$ cat src/rtl/fork_join_responder.sv
// Fork/join responder: one accepted start launches up to NUM_JOBS timed jobs in
// parallel. Each job finishes after its own cycle delay. A join event is raised
// according to the latched mode (all / any / none). The block returns to idle only
// after every launched job has completed.
module fork_join_responder #(
  parameter int NUM_JOBS = 3,
  parameter int CNT_W    = 8
) (
  input  logic                      clk_i,
  input  logic                      rst_i,
  input  logic                      start_i,
  output logic                      ready_o,
  input  logic [1:0]                mode_i,
  input  logic [NUM_JOBS-1:0]       job_en_i,
  input  logic [NUM_JOBS*CNT_W-1:0] job_delay_i,
  output logic [NUM_JOBS-1:0]       job_active_o,
  output logic [NUM_JOBS-1:0]       job_done_o,
  output logic                      join_done_o,
  output logic [2:0]                first_id_o,
  output logic [CNT_W-1:0]          elapsed_o
);

  typedef enum logic {S_IDLE, S_RUN} state_e;
  typedef enum logic [1:0] {M_ALL = 2'd0, M_ANY = 2'd1, M_NONE = 2'd2, M_RSVD = 2'd3} mode_e;

  localparam logic [CNT_W-1:0] CNT_ONE = CNT_W'(1);
  localparam logic [CNT_W-1:0] CNT_MAX = {CNT_W{1'b1}};

  state_e                state_q, state_d;
  mode_e                 mode_q;
  logic [NUM_JOBS-1:0]   active_q;
  logic [CNT_W-1:0]      remain_q [NUM_JOBS];
  logic                  joined_q;
  logic [CNT_W-1:0]      elapsed_q;
  logic [2:0]            first_id_q;

  logic                  fork_fire;
  logic [NUM_JOBS-1:0]   done_now;
  logic                  still_running;
  logic                  join_cond;
  logic                  join_fire;
  logic                  any_first_fire;
  logic [2:0]            lowest_id;

  assign fork_fire = start_i && (state_q == S_IDLE);

  // Job completion, join condition and lowest completing index for this cycle.
  always_comb begin
    // NOTE: every signal driven here gets a default first so no latch is inferred.
    done_now  = '0;
    lowest_id = '0;
    for (int i = 0; i < NUM_JOBS; i++) begin
      done_now[i] = active_q[i] && (remain_q[i] == CNT_ONE);
    end
    for (int i = NUM_JOBS - 1; i >= 0; i--) begin
      if (done_now[i]) lowest_id = 3'(i);
    end
    still_running = |(active_q & ~done_now);
    case (mode_q)
      M_ANY:   join_cond = (|done_now) || (active_q == '0);
      M_NONE:  join_cond = 1'b1;
      default: join_cond = !still_running;  // join_all and the reserved encoding
    endcase
    join_fire      = (state_q == S_RUN) && !joined_q && join_cond;
    any_first_fire = join_fire && (mode_q == M_ANY) && (|done_now);
  end

  // State register.
  always_ff @(posedge clk_i) begin
    // NOTE: sequential state is assigned with <= so all registers update from pre-edge values.
    if (rst_i) state_q <= S_IDLE;
    else       state_q <= state_d;
  end

  // Next-state: leave RUN once every job has finished and the join has been signalled.
  always_comb begin
    state_d = state_q;
    case (state_q)
      S_IDLE:  if (fork_fire) state_d = S_RUN;
      S_RUN:   if (!still_running && (joined_q || join_fire)) state_d = S_IDLE;
      default: state_d = S_IDLE;
    endcase
  end

  // Job timers, latched fork parameters, join bookkeeping and elapsed counter.
  always_ff @(posedge clk_i) begin
    if (rst_i) begin
      mode_q     <= M_ALL;
      active_q   <= '0;
      joined_q   <= 1'b0;
      elapsed_q  <= '0;
      first_id_q <= '0;
      // NOTE: the per-job timer array is only NUM_JOBS registers, so it is reset
      // along with everything else; a large memory would normally be left unreset.
      for (int i = 0; i < NUM_JOBS; i++) remain_q[i] <= '0;
    end else if (fork_fire) begin
      mode_q    <= mode_e'(mode_i);
      active_q  <= job_en_i;
      joined_q  <= 1'b0;
      elapsed_q <= CNT_ONE;
      for (int i = 0; i < NUM_JOBS; i++) begin
        // A zero delay behaves as a one-cycle delay.
        remain_q[i] <= (job_delay_i[i*CNT_W +: CNT_W] == '0) ? CNT_ONE
                                                              : job_delay_i[i*CNT_W +: CNT_W];
      end
    end else if (state_q == S_RUN) begin
      active_q <= active_q & ~done_now;
      for (int i = 0; i < NUM_JOBS; i++) begin
        if (active_q[i]) remain_q[i] <= remain_q[i] - CNT_ONE;
      end
      if (join_fire) joined_q <= 1'b1;
      if (any_first_fire) first_id_q <= lowest_id;
      // Count until the join cycle, then hold the result until the next fork.
      if (!joined_q && !join_fire && (elapsed_q != CNT_MAX)) elapsed_q <= elapsed_q + CNT_ONE;
    end
  end

  // Outputs: completion pulses are suppressed while reset is asserted.
  always_comb begin
    ready_o      = (state_q == S_IDLE);
    job_active_o = active_q;
    job_done_o   = rst_i ? '0 : done_now;
    join_done_o  = join_fire && !rst_i;
    elapsed_o    = elapsed_q;
    first_id_o   = any_first_fire ? lowest_id : first_id_q;
  end

endmodule
$ cat config.mk
export PLATFORM = sky130hd
export DESIGN_NAME = fork_join_responder
export DESIGN_NICKNAME = d
export VERILOG_FILES = /design/src/rtl/fork_join_responder.sv
export SDC_FILE = /design/constraint.sdc
export NUM_CORES = 1
export LEC_CHECK = 0
export ABC_AREA = 1
export ABC_CLOCK_PERIOD_IN_PS = 1620
export CAP_MARGIN = 20
export CORE_ASPECT_RATIO = 1.4
export CORE_MARGIN = 5
export CORE_UTILIZATION = 37
export CTS_CLUSTER_DIAMETER = 50
export DETAILED_ROUTE_END_ITERATION = 12
export SLEW_MARGIN = 15
export SYNTH_ARGS = -nofsm -noshare
export SYNTH_HDL_FRONTEND = slang
export SYNTH_SLANG_ARGS = --single-unit
$ cat constraint.sdc
create_clock -name clk_i -period 1.62 [get_ports clk_i]
set_input_delay 0.162 -clock clk_i [delete_from_list [all_inputs] [get_ports clk_i]]
set_output_delay 0.162 -clock clk_i [all_outputs]
set_load 0.01 [all_outputs]
==> metrics.md, run 1 <==
| Metric | Value |
|---|---|
| Critical path startpoint | `remain_q[0][11]` |
| Pwr dens | `713.4 nW/um^2` |
| Clock power share | `0.222` |
| Cell variety after synth | `39` |
| Fin Setup TNS | `-4.061 ns` |
| Crit Path Category | `flop to output port` |
| Yosys top cell by area | `edfxtp_1` |
| Post-synth EDFFs | `24` |
| CP cell instances | `nor2_2 -> nand3_1 -> o21ai_4 -> nand3_4 -> nand2_4 -> buf_6 -> nand3_4 -> nor2_2 -> buf_2` |
| Int Pwr | `2.073 mW` |
| Final Util | `0.6081` |
| Number of synthesized register bits | `42` |
| Seq/Total Area, Yosys | `0.4095` |
| Final min period | `2.003 ns` |
| Num rows | `36` |
| IO buf count | `50` |
| Antenna-violating nets left | `0` |
| CP required | `1.46 ns` |
| Final period utilization | `1.236` |
| Switching share of power | `0.3156` |
| Area of the multi-input gates | `1613 um^2` |
| Cell count after synthesis | `319` |
| Num CTS Buffers | `5` |
| Yosys warns | `0` |
| Arrival time at the worst endpoint | `1.84 ns` |
| Clk slew on worst S/H paths | `0.08 ns` |
| Max IR drop VDD | `0.0006009 V` |
| Clk buf depth | `2` |
| Die Footprint | `8948 um^2` |
| Layout Skew | `0.01355 ns` |
| Worst R2R Start | `remain_q[0][11]` |
| Top_reg_cell synth | `edfxtp_1` |
| F_max | `0.4993 GHz` |
| Pre-CTS setup slack | `-0.5591 ns` |
| RSZ-0062 raised after global routing | `true` |
| Pre-antenna DRT Iters | `5` |
| Placed Area | `3690 um^2` |
| Share of layout cells above drive strength 1 | `0.4080` |
| HPWL after detailed placement | `5282 um` |
| Register area | `1085 um^2` |
| Total track usage | `0.1609` |
| Gpl congestion | `0.8257` |
| Die Wd | `81.39 um` |
| Hold path startpoint | `mode_i[1]` |
| HP Class | `input pin to flop` |
| H-tree depth | `2` |
| # DRC | `0` |
| Synth async-reset ratio | `0` |
| Violated checks | `setup timing` |
| Flop pwr share | `0.424` |
| Syn nets | `360` |
| CP Buf/Inv Count | `2` |
| Antenna cells | `0` |
| First-pass GRT wire length | `11230 um` |
| Slew HR | `0.7210` |
| Crit-path max cell delay | `0.43 ns` |
| Syn-to-layout area delta | `60.81%` |
| Final Slew Violations | `0` |
| P_leak | `1.793 nW` |
| Clock latency on the worst-skew pair | `0.30 ns` |
| Hold Vio Cnt, Final | `0` |
| Core ar. | `6982 um^2` |
| IO Count | `51` |
| DR iter-0 viols | `69` |
| Final Setup Violations | `20` |
| Root buffer cell | `clkbuf_8` |
| CTS sink cnt | `42` |
| TritonCTS clock tree | `yes` |
| Sw Pwr | `0.9557 mW` |
| CP max stage cell | `edfxtp_1` |
| Fin area | `4245 um^2` |
| Synth top cells by count | `nand2_1 (49), inv_1 (44), nor2_1 (27)` |
| Critical Path Fanout Max | `3` |
| Outcome | `finished, violations left` |
| Congestion Overflow GR | `0` |
| Max Cap Viol | `0` |
| Synthesized area | `2640 um^2` |
| Number of global-route vias before repair | `2542` |
| Post-synth top area share | `0.2730` |
| Fillers | `608` |
| Layout Nets | `491` |
| Top Family by Delay on Critical Path | `simple AND/OR/NAND/NOR gates` |
| Syn Area/Cell | `8.276 um^2` |
| Largest net degree at the start of global routing | `14` |
| Initial antenna violation count | `0` |
| Worst slew pin tran | `0.4185 ns` |
| Critical Path End Type | `output port` |
| Initial Utilization | `0.3781` |
| Final WS setup | `-0.3827 ns` |
| Synth area leaders | `edfxtp_1 (27%), dfxtp_1 (14%), nand2_1 (7.0%), inv_1 (6.3%), xor2_1 (4.3%)` |
| Vias | `2612` |
| Startpoint types | `flop` |
| Routed WL | `7239 um` |
| Top-count cell post-synth | `nand2_1` |
| WL/cell | `13.26 um` |
| Die Ht | `109.9 um` |
| Gate power share | `0.354` |
| Via-to-Cell Ratio | `4.784` |
-- power by group through the flow --
stage,registers (mW),logic (mW),clock network (mW)
floorplan,1.31,0.429,0
global placement,1.30,0.824,0
detailed placement,1.30,0.832,0
CTS,1.28,0.916,0.683
global route,1.29,1.17,0.733
finish,1.28,1.07,0.672
-- worst min-delay path: cells and delay by family --
kind	cells	cell delay, ns
buffers and inverters	1	0.40
AND/OR/NAND/NOR	1	0.06
AO/OA/AOI/OAI	1	0.06
-- stage by stage --
stage	hold WS, ns	std cells	power, mW
after floorplan	0.2747	319	1.736
after global placement	0.4379	520	2.120
after detailed placement	0.4411	520	2.131
after CTS	0.4461	540	2.877
after global routing	0.4552	546	3.193
final	0.4429	546	3.028
-- routing by layer --
metal / vias to the layer above / part of all wire / track usage
met5: - / 0 / 0
met2: 55 / 0.56 / 0.3054
li1: 1328 / - / -
met1: 1217 / 0.39 / 0.1684
met4: 0 / 0.019 / 0.06763
met3: 12 / 0.034 / 0.03033
-- sequential cells by signal, indices dropped and copies added (netlist names) --
register and count:
remain_q 24, mode_q 2, first_id_q 3, joined_q 1
job_active_o 3, elapsed_o 8, state_q 1
-- cells in the final DEF (no fill, tap or decap), drive strengths merged --
cell and n:
clkinv 4, nand2 57, nor4 3, a32o 2, a22o 4, nand4 6
buf 89, or2 1, nand3 28, ha 9, clkinvlp 1, nor3 6
a21boi 1, o21a 1, or3 1, a211oi 1, clkdlybuf4s50 43, o22ai 8
xnor2 6, o21ai 21, nor2 36, clkbuf 7, edfxtp 24, xor2 13
a21oi 11, inv 47, a31oi 3, dfxtp 18
-- cell families (layout without fill, tap and decap cells) --
group / after synthesis / in the layout / share of synthesized area
AOI/OAI and AO/OA: 52 / 52 / 0.1204
xor gates and xnor gates: 19 / 19 / 0.06303
adders and majority gates: 9 / 9 / 0.04265
and+or+nand+nor: 138 / 138 / 0.2706
DFF: 42 / 42 / 0.4095
buffers and inverters: 59 / 191 / 0.09384
-- final cells by class --
type	instances	share of cell area
multi-input combinational	218	0.3799
timing repair buffer	133	0.2694
sequential	42	0.2555
inverter	50	0.04804
tap	95	0.02800
clock buffer	6	0.01709
clock inverter	2	0.002063
-- worst paths after layout --
path	to	slack (ns)	cells past startpoint
setup / recovery	join_done_o	-0.38	9
hold / removal	mode_q[1]	0.44	3
setup reg to reg	elapsed_o[6]	-0.25	11
hold reg to reg	first_id_q[2]	0.45	2
-- repair_timing --
item / CTS / global route
cloned: 0 / 1
hold buffers: 0 / 0
pin swaps: 13 / 21
endpoints found under the setup margin: 21 / 32
resized for setup: 59 / 64
setup buffers: 13 / 10
(Power assumes the default switching activity.)
==> run 2, diff against run 1 <==
--- a/config.mk
+++ b/config.mk
@@ -13,6 +13,7 @@
 export CORE_UTILIZATION = 37
 export CTS_CLUSTER_DIAMETER = 50
 export DETAILED_ROUTE_END_ITERATION = 12
+export MAX_ROUTING_LAYER = met4
 export SLEW_MARGIN = 15
 export SYNTH_ARGS = -nofsm -noshare
 export SYNTH_HDL_FRONTEND = slang
==> run 2 against run 1 <==
  * Clock power is essentially flat
  * Fmax is essentially flat
  * Wire length shrank 0.43%
  * Hold slack gained 0.0031 ns
  * Clock skew shrank 0.0016 ns
  * The flow still finishes with violations (setup timing)
  * Total power is essentially flat
  * Largest cell class unchanged
  * Cell area is the same
  * Register-to-register slack is essentially flat
  * Global-route usage grew 0.45 points
  * Setup slack lost 0.0013 ns
  * Critical path depth is the same
==> metrics.md, run 2 (synthesis results as in run 1) <==
| Metric | Value |
|---|---|
| Core ar. | `6982 um^2 (unchanged)` |
| Critical Path Fanout Max | `3 (unchanged)` |
| Max Cap Viol | `0 (unchanged)` |
| Flop pwr share | `0.425 (about the same)` |
| DR iter-0 viols | `80 (+16%)` |
| Num rows | `36 (unchanged)` |
| Commonest non-fill, non-tap cell in the layout | `buf_4` |
| CP cell instances | `nor2_2 -> nand3_1 -> o21ai_4 -> nand3_4 -> nand2_4 -> buf_6 -> nand3_4 -> nor2_2 -> buf_2` |
| First-pass GRT wire length | `11230 um (unchanged)` |
| Number of global-route vias before repair | `2542 (unchanged)` |
| IO Count | `51 (unchanged)` |
| Sw Pwr | `0.9530 mW (-0.28%)` |
| HP Class | `input pin to flop` |
| Fillers | `608 (unchanged)` |
| Final min period | `2.004 ns (+0.001349 ns)` |
| RSZ-0062 raised after global routing | `true` |
| Critical path startpoint | `remain_q[0][11]` |
| Placed Area | `3690 um^2 (unchanged)` |
| Root buffer cell | `clkbuf_8` |
| Gpl congestion | `0.8382 (+1.5%)` |
| Cts hold-fix bufs | `0 (unchanged)` |
| Clk buf depth | `2 (unchanged)` |
| Layout Nets | `491 (unchanged)` |
| Largest Register | `remain_q` |
| CTS sink cnt | `42 (unchanged)` |
| Die Ht | `109.9 um (unchanged)` |
| P_leak | `1.793 nW (unchanged)` |
| Startpoint types | `flop` |
| Area of the multi-input gates | `1613 um^2 (unchanged)` |
| Pre-CTS setup slack | `-0.5591 ns (unchanged)` |
| Clock power share | `0.221 (about the same)` |
| Final Setup Violations | `20 (unchanged)` |
| Num CTS Buffers | `5 (unchanged)` |
| Die Footprint | `8948 um^2 (unchanged)` |
| Final period utilization | `1.237 (about the same)` |
| Final WS setup | `-0.3840 ns (-0.001349 ns)` |
| Total track usage | `0.1654 (+0.004499)` |
| IO buf count | `50 (unchanged)` |
| Congestion Overflow GR | `0 (unchanged)` |
| Largest register FFs | `24 (unchanged)` |
| Hold slack | `0.4460 ns (+0.003139 ns)` |
| Antenna cells | `0 (unchanged)` |
| Slew HR | `0.7230 (+0.001979)` |
| CP Buf/Inv Count | `2 (unchanged)` |
| Int Pwr | `2.073 mW (unchanged)` |
| F_max | `0.4990 GHz (about the same)` |
| Initial antenna violation count | `0 (unchanged)` |
| Crit Path Category | `flop to output port` |
| R2R depth | `11 (unchanged)` |
| Critical Path End Type | `output port` |
| WL/cell | `13.20 um (-0.43%)` |
| Violated checks | `setup timing` |
| Max IR drop VDD | `0.0006002 V (-0.11%)` |
| Layout Skew | `0.01196 ns (-0.001591 ns)` |
| Pwr dens | `712.7 nW/um^2 (about the same)` |
| Final Util | `0.6081 (unchanged)` |
| Syn-to-layout area delta | `60.81% (unchanged)` |
| Routed WL | `7208 um (-0.43%)` |
| Outcome | `finished, violations left` |
| Vias | `2616 (+0.15%)` |
| RR Endpoint | `elapsed_o[6]` |
| Switching share of power | `0.3150 (-0.0006053)` |
| Final Slew Violations | `0 (unchanged)` |
| TritonCTS clock tree | `yes` |
| Initial Utilization | `0.3781 (unchanged)` |
| Commonest non-fill, non-tap cells in the layout | `buf_4 (76), clkdlybuf4s50_1 (43), inv_1 (35), nand2_1 (35), edfxtp_1 (24)` |
| CP required | `1.46 ns (about the same)` |
| Share of layout cells above drive strength 1 | `0.4080 (unchanged)` |
| Clock latency on the worst-skew pair | `0.30 ns (about the same)` |
| Crit-path max cell delay | `0.43 ns (about the same)` |
| # DRC | `0 (unchanged)` |
| Hold path startpoint | `mode_i[1]` |
| Pre-antenna DRT Iters | `4 (-1)` |
| Gate power share | `0.354 (about the same)` |
| Hold Path End | `mode_q[1]` |
| Hold path depth | `3 (unchanged)` |
| Clk slew on worst S/H paths | `0.08 ns (about the same)` |
| CP max stage cell | `edfxtp_1` |
| Top Family by Delay on Critical Path | `simple AND/OR/NAND/NOR gates` |
| Largest net degree at the start of global routing | `14 (unchanged)` |
| Hold Vio Cnt, Final | `0 (unchanged)` |
| H-tree depth | `2 (unchanged)` |
| Register area | `1085 um^2 (unchanged)` |
| HPWL after detailed placement | `5282 um (unchanged)` |
| Via-to-Cell Ratio | `4.791 (+0.15%)` |
| Worst slew pin tran | `0.4155 ns (-0.002969 ns)` |
| Fin area | `4245 um^2 (unchanged)` |
| Worst R2R Start | `remain_q[0][11]` |
| Arrival time at the worst endpoint | `1.84 ns (about the same)` |
| Antenna-violating nets left | `0 (unchanged)` |
| R2R setup slack | `-0.24 ns (about the same)` |
| Die Wd | `81.39 um (unchanged)` |
==> run 2: cell counts in the layout (fill, tap and decap cells not counted) <==
Identical to the previous run, type by type.
==> run 2: repair_timing <==
item | 4_1_cts | 5_1_grt
buffers inserted | 13 | 10
pin swaps | 13 | 21
gates cloned | 0 | 1
gates resized for setup | 59 | 64
setup endpoints to repair | 21 | 32
==> run 2: cell type report <==
cell class                 instances  area share
multi-input combinational        218      0.3799
timing repair buffer             133      0.2694
sequential                        42      0.2555
inverter                          50     0.04804
tap                               95     0.02800
clock buffer                       6     0.01709
clock inverter                     2    0.002063
==> run 2: per-layer routing <==
| metal | wire length [um] | part of all wire | GRT usage | vias to the layer above |
|---|---|---|---|---|
| met2 | 4052 | 0.56 | 0.3054 | 48 |
| li1 | - | - | - | 1329 |
| met3 | 230 | 0.032 | 0.03033 | 14 |
| met1 | 2791 | 0.39 | 0.1684 | 1225 |
| met4 | 134 | 0.019 | 0.06763 | 0 |
| met5 | 0 | 0 | - | - |
==> run 2: per-stage QoR <==
step,std cells,TNS (ns),power (mW)
5_1_grt,546,-6.971,3.193
2_1_floorplan,319,0,1.736
3_3_place_gp,520,-5.924,2.120
4_1_cts,540,-3.944,2.877
6_report,546,-4.149,3.026
3_5_place_dp,520,-7.107,2.131
==> run 2: how the worst max path moves through the flow <==
stage	to	slack, ns	cells past startpoint
CTS	first_id_o[0]	-0.38	13
global route	first_id_o[1]	-0.54	10
detailed placement	first_id_o[0]	-0.56	11
floorplan	join_done_o	0.02	11
global placement	first_id_o[0]	-0.50	11
finish	join_done_o	-0.38	9
==> run 2: tightest hold or removal path, stage by stage <==
cell             delay (ns)
clkdlybuf4s50_1        0.40
nand2_1                0.06
o21ai_0                0.07
==> run 2: power groups by stage <==
stage / registers, mW / clock network [mW] / logic, mW
after CTS: 1.28 / 0.683 / 0.916
after global routing: 1.29 / 0.733 / 1.17
after global placement: 1.30 / 0 / 0.824
final: 1.28 / 0.670 / 1.07
after detailed placement: 1.30 / 0 / 0.832
after floorplan: 1.31 / 0 / 0.429
==> run 3, diff against run 2 <==
--- a/config.mk
+++ b/config.mk
@@ -13,6 +13,8 @@
 export CORE_UTILIZATION = 37
 export CTS_CLUSTER_DIAMETER = 50
 export DETAILED_ROUTE_END_ITERATION = 12
+export DONT_BUFFER_PORTS = 1
+export HOLD_SLACK_MARGIN = 0.05
 export MAX_ROUTING_LAYER = met4
 export SLEW_MARGIN = 15
 export SYNTH_ARGS = -nofsm -noshare
==> run 3 against run 2 <==
  * The flow still finishes with violations (setup timing)
  * Clock skew down 0.0034 ns
  * Largest cell class unchanged
  * Wire length up 1.7%
  * Register-to-register slack worse by 0.06 ns
  * Clock power about the same
  * Clock-buffer cell count up 2
  * Total power down 5.5%
  * Combinational power down 16%
  * Setup slack better by 0.011 ns
  * Final cell count down 11%
  * Fmax up 0.56%
==> metrics.md, run 3 (synthesis results as in run 1) <==
| Metric | Value |
|---|---|
| Critical Path Fanout Max | `4 (+1)` |
| Die Ht | `109.9 um (unchanged)` |
| Share of layout cells above drive strength 1 | `0.4260 (+0.01804)` |
| Pwr dens | `770.9 nW/um^2 (+8.2%)` |
| Area of the multi-input gates | `1623 um^2 (+0.62%)` |
| Fillers | `656 (+7.9%)` |
| Clock latency on the worst-skew pair | `0.30 ns (about the same)` |
| Syn-to-layout area delta | `40.47%` |
| TritonCTS clock tree | `yes` |
| Initial antenna violation count | `0 (unchanged)` |
| Critical Path End Type | `output port` |
| HP Class | `input pin to flop` |
| Final Slew Violations | `0 (unchanged)` |
| Worst R2R Start | `remain_q[0][1]` |
| Via-to-Cell Ratio | `5.002 (+4.4%)` |
| Max Cap Viol | `0 (unchanged)` |
| Hold Path End | `remain_q[0][14]` |
| CP required | `1.46 ns (about the same)` |
| WL/cell | `15.05 um (+14%)` |
| Hold path depth | `1 (-2)` |
| P_leak | `1.568 nW (-13%)` |
| Routed WL | `7327 um (+1.7%)` |
| Antenna cells | `0 (unchanged)` |
| First-pass GRT wire length | `11190 um (-0.31%)` |
| Number of global-route vias before repair | `2392 (-5.9%)` |
| H-tree depth | `2 (unchanged)` |
| Initial Utilization | `0.3781 (unchanged)` |
| Largest net degree at the start of global routing | `14 (unchanged)` |
| Num CTS Buffers | `5 (unchanged)` |
| Placed cell count | `462 (-11%)` |
| Max IR drop VDD | `0.0004325 V (-28%)` |
| Register area | `1082 um^2 (-0.23%)` |
| Crit Path Category | `flop to output port` |
| Layout Skew | `0.008516 ns (-0.003445 ns)` |
| Hold path startpoint | `job_delay_i[14]` |
| Worst slew pin tran | `0.4747 ns (+0.05912 ns)` |
| Congestion Overflow GR | `0 (unchanged)` |
| RR Endpoint | `elapsed_o[0]` |
| Core ar. | `6982 um^2 (unchanged)` |
| Vias | `2436 (-6.9%)` |
| Violated checks | `setup timing` |
| Slew HR | `0.6832 (-0.03976)` |
| Hold Vio Cnt, Final | `0 (unchanged)` |
| R2R depth | `16 (+5)` |
| Final Setup Violations | `20 (unchanged)` |
| Die Footprint | `8948 um^2 (unchanged)` |
| Final WS setup | `-0.3728 ns (+0.01121 ns)` |
| IO Count | `51 (unchanged)` |
| Largest register FFs | `24 (unchanged)` |
| Commonest non-fill, non-tap cells in the layout | `buf_4 (62), inv_1 (36), nand2_1 (32)` |
| Startpoint types | `flop` |
| # DRC | `0 (unchanged)` |
| Total track usage | `0.1687 (+0.003260)` |
| Arrival time at the worst endpoint | `1.83 ns (about the same)` |
| Root buffer cell | `clkbuf_8` |
| Clk buf depth | `2 (unchanged)` |
| Pre-antenna DRT Iters | `4 (unchanged)` |
| Clk slew on worst S/H paths | `0.08 ns (about the same)` |
| Layout Nets | `432 (-12%)` |
| Overall Power | `2.859 mW (-5.5%)` |
| Final non-filler cell total | `487 (-11%)` |
| CTS sink cnt | `42 (unchanged)` |
| Final period utilization | `1.230 (-0.006922)` |
| IO buf count | `0 (-100%)` |
| Die Wd | `81.39 um (unchanged)` |
| Outcome | `finished, violations left` |
| R2R setup slack | `-0.30 ns (-0.06 ns)` |
| Gpl congestion | `0.7997 (-4.6%)` |
| Largest Register | `remain_q` |
| Antenna-violating nets left | `0 (unchanged)` |
| RSZ-0062 raised after global routing | `true` |
| Num rows | `36 (unchanged)` |
| Final min period | `1.993 ns (-0.01121 ns)` |
| HPWL after detailed placement | `5156 um (-2.4%)` |
| F_max | `0.5018 GHz (+0.56%)` |
| DR iter-0 viols | `78 (-2.5%)` |
| Commonest non-fill, non-tap cell in the layout | `buf_4` |
## run 3: where the power goes
part	switching, mW	leakage, nW	internal [mW]	total, mW
logic	0.476	1.12	0.423	0.899
registers	0.0693	0.406	1.22	1.29
clock network	0.360	0.0395	0.307	0.667
## run 3: worst max-delay path by stage
stage | from | to | slack [ns] | cells after the start
2_1_floorplan | remain_q[0][1] | join_done_o | 0.02 | 11
3_3_place_gp | remain_q[0][1] | first_id_o[1] | -0.13 | 12
3_5_place_dp | remain_q[0][1] | first_id_o[1] | -0.13 | 12
4_1_cts | remain_q[0][1] | first_id_o[0] | -0.34 | 12
5_1_grt | remain_q[0][1] | first_id_o[0] | -0.45 | 11
6_report | remain_q[0][1] | first_id_o[1] | -0.37 | 12
## run 3: layout make-up
| type | count | share of cell area |
|---|---|---|
| multi-input cells | 218 | 0.4376 |
| flip-flops and latches | 42 | 0.2918 |
| repair buffers | 74 | 0.1633 |
| inverters | 50 | 0.05364 |
| well taps | 95 | 0.03205 |
| clock buffers | 8 | 0.02159 |
## run 3: critical path, cell delays in order (launching register included)
cell      delay [ns]
edfxtp_1        0.41
inv_2           0.10
ha_4            0.14
nand3_4         0.08
nor2_4          0.13
inv_2           0.05
nand2_2         0.09
nand3_4         0.09
nand2_4         0.08
nand4_4         0.12
clkinv_4        0.11
nand2_4         0.06
nand2_4         0.07
## run 3: what timing repair did
| action | in CTS | in global routing |
|---|---|---|
| hold buffers | 6 | 0 |
| gates cloned | 0 | 0 |
| gates resized for setup | 45 | 53 |
| hold endpoints to repair | 9 | 0 |
| setup endpoints to repair | 18 | 29 |
| setup buffers | 8 | 6 |
| pin swaps | 18 | 18 |
## run 3: through the flow
step	area, um^2	TNS, ns	hold slack [ns]	setup WS [ns]	utilization
after global routing	3709	-6.121	0.05800	-0.4540	0.5312
final	3709	-4.224	0.06392	-0.3728	0.5312
after floorplan	2643	0	0.2747	0.02295	-
after global placement	3129	-1.007	0.2348	-0.1326	0.4482
after CTS	3496	-2.517	0.05848	-0.3405	0.5007
after detailed placement	3129	-1.175	0.2362	-0.1253	0.4482
## run 3: metal layers
metal,up-vias,global-route usage,wire length [um]
met5,-,-,0
met1,1164,0.1702,2734
met4,0,0.04710,94
met2,54,0.3217,4178
met3,8,0.03361,320
li1,1210,-,-
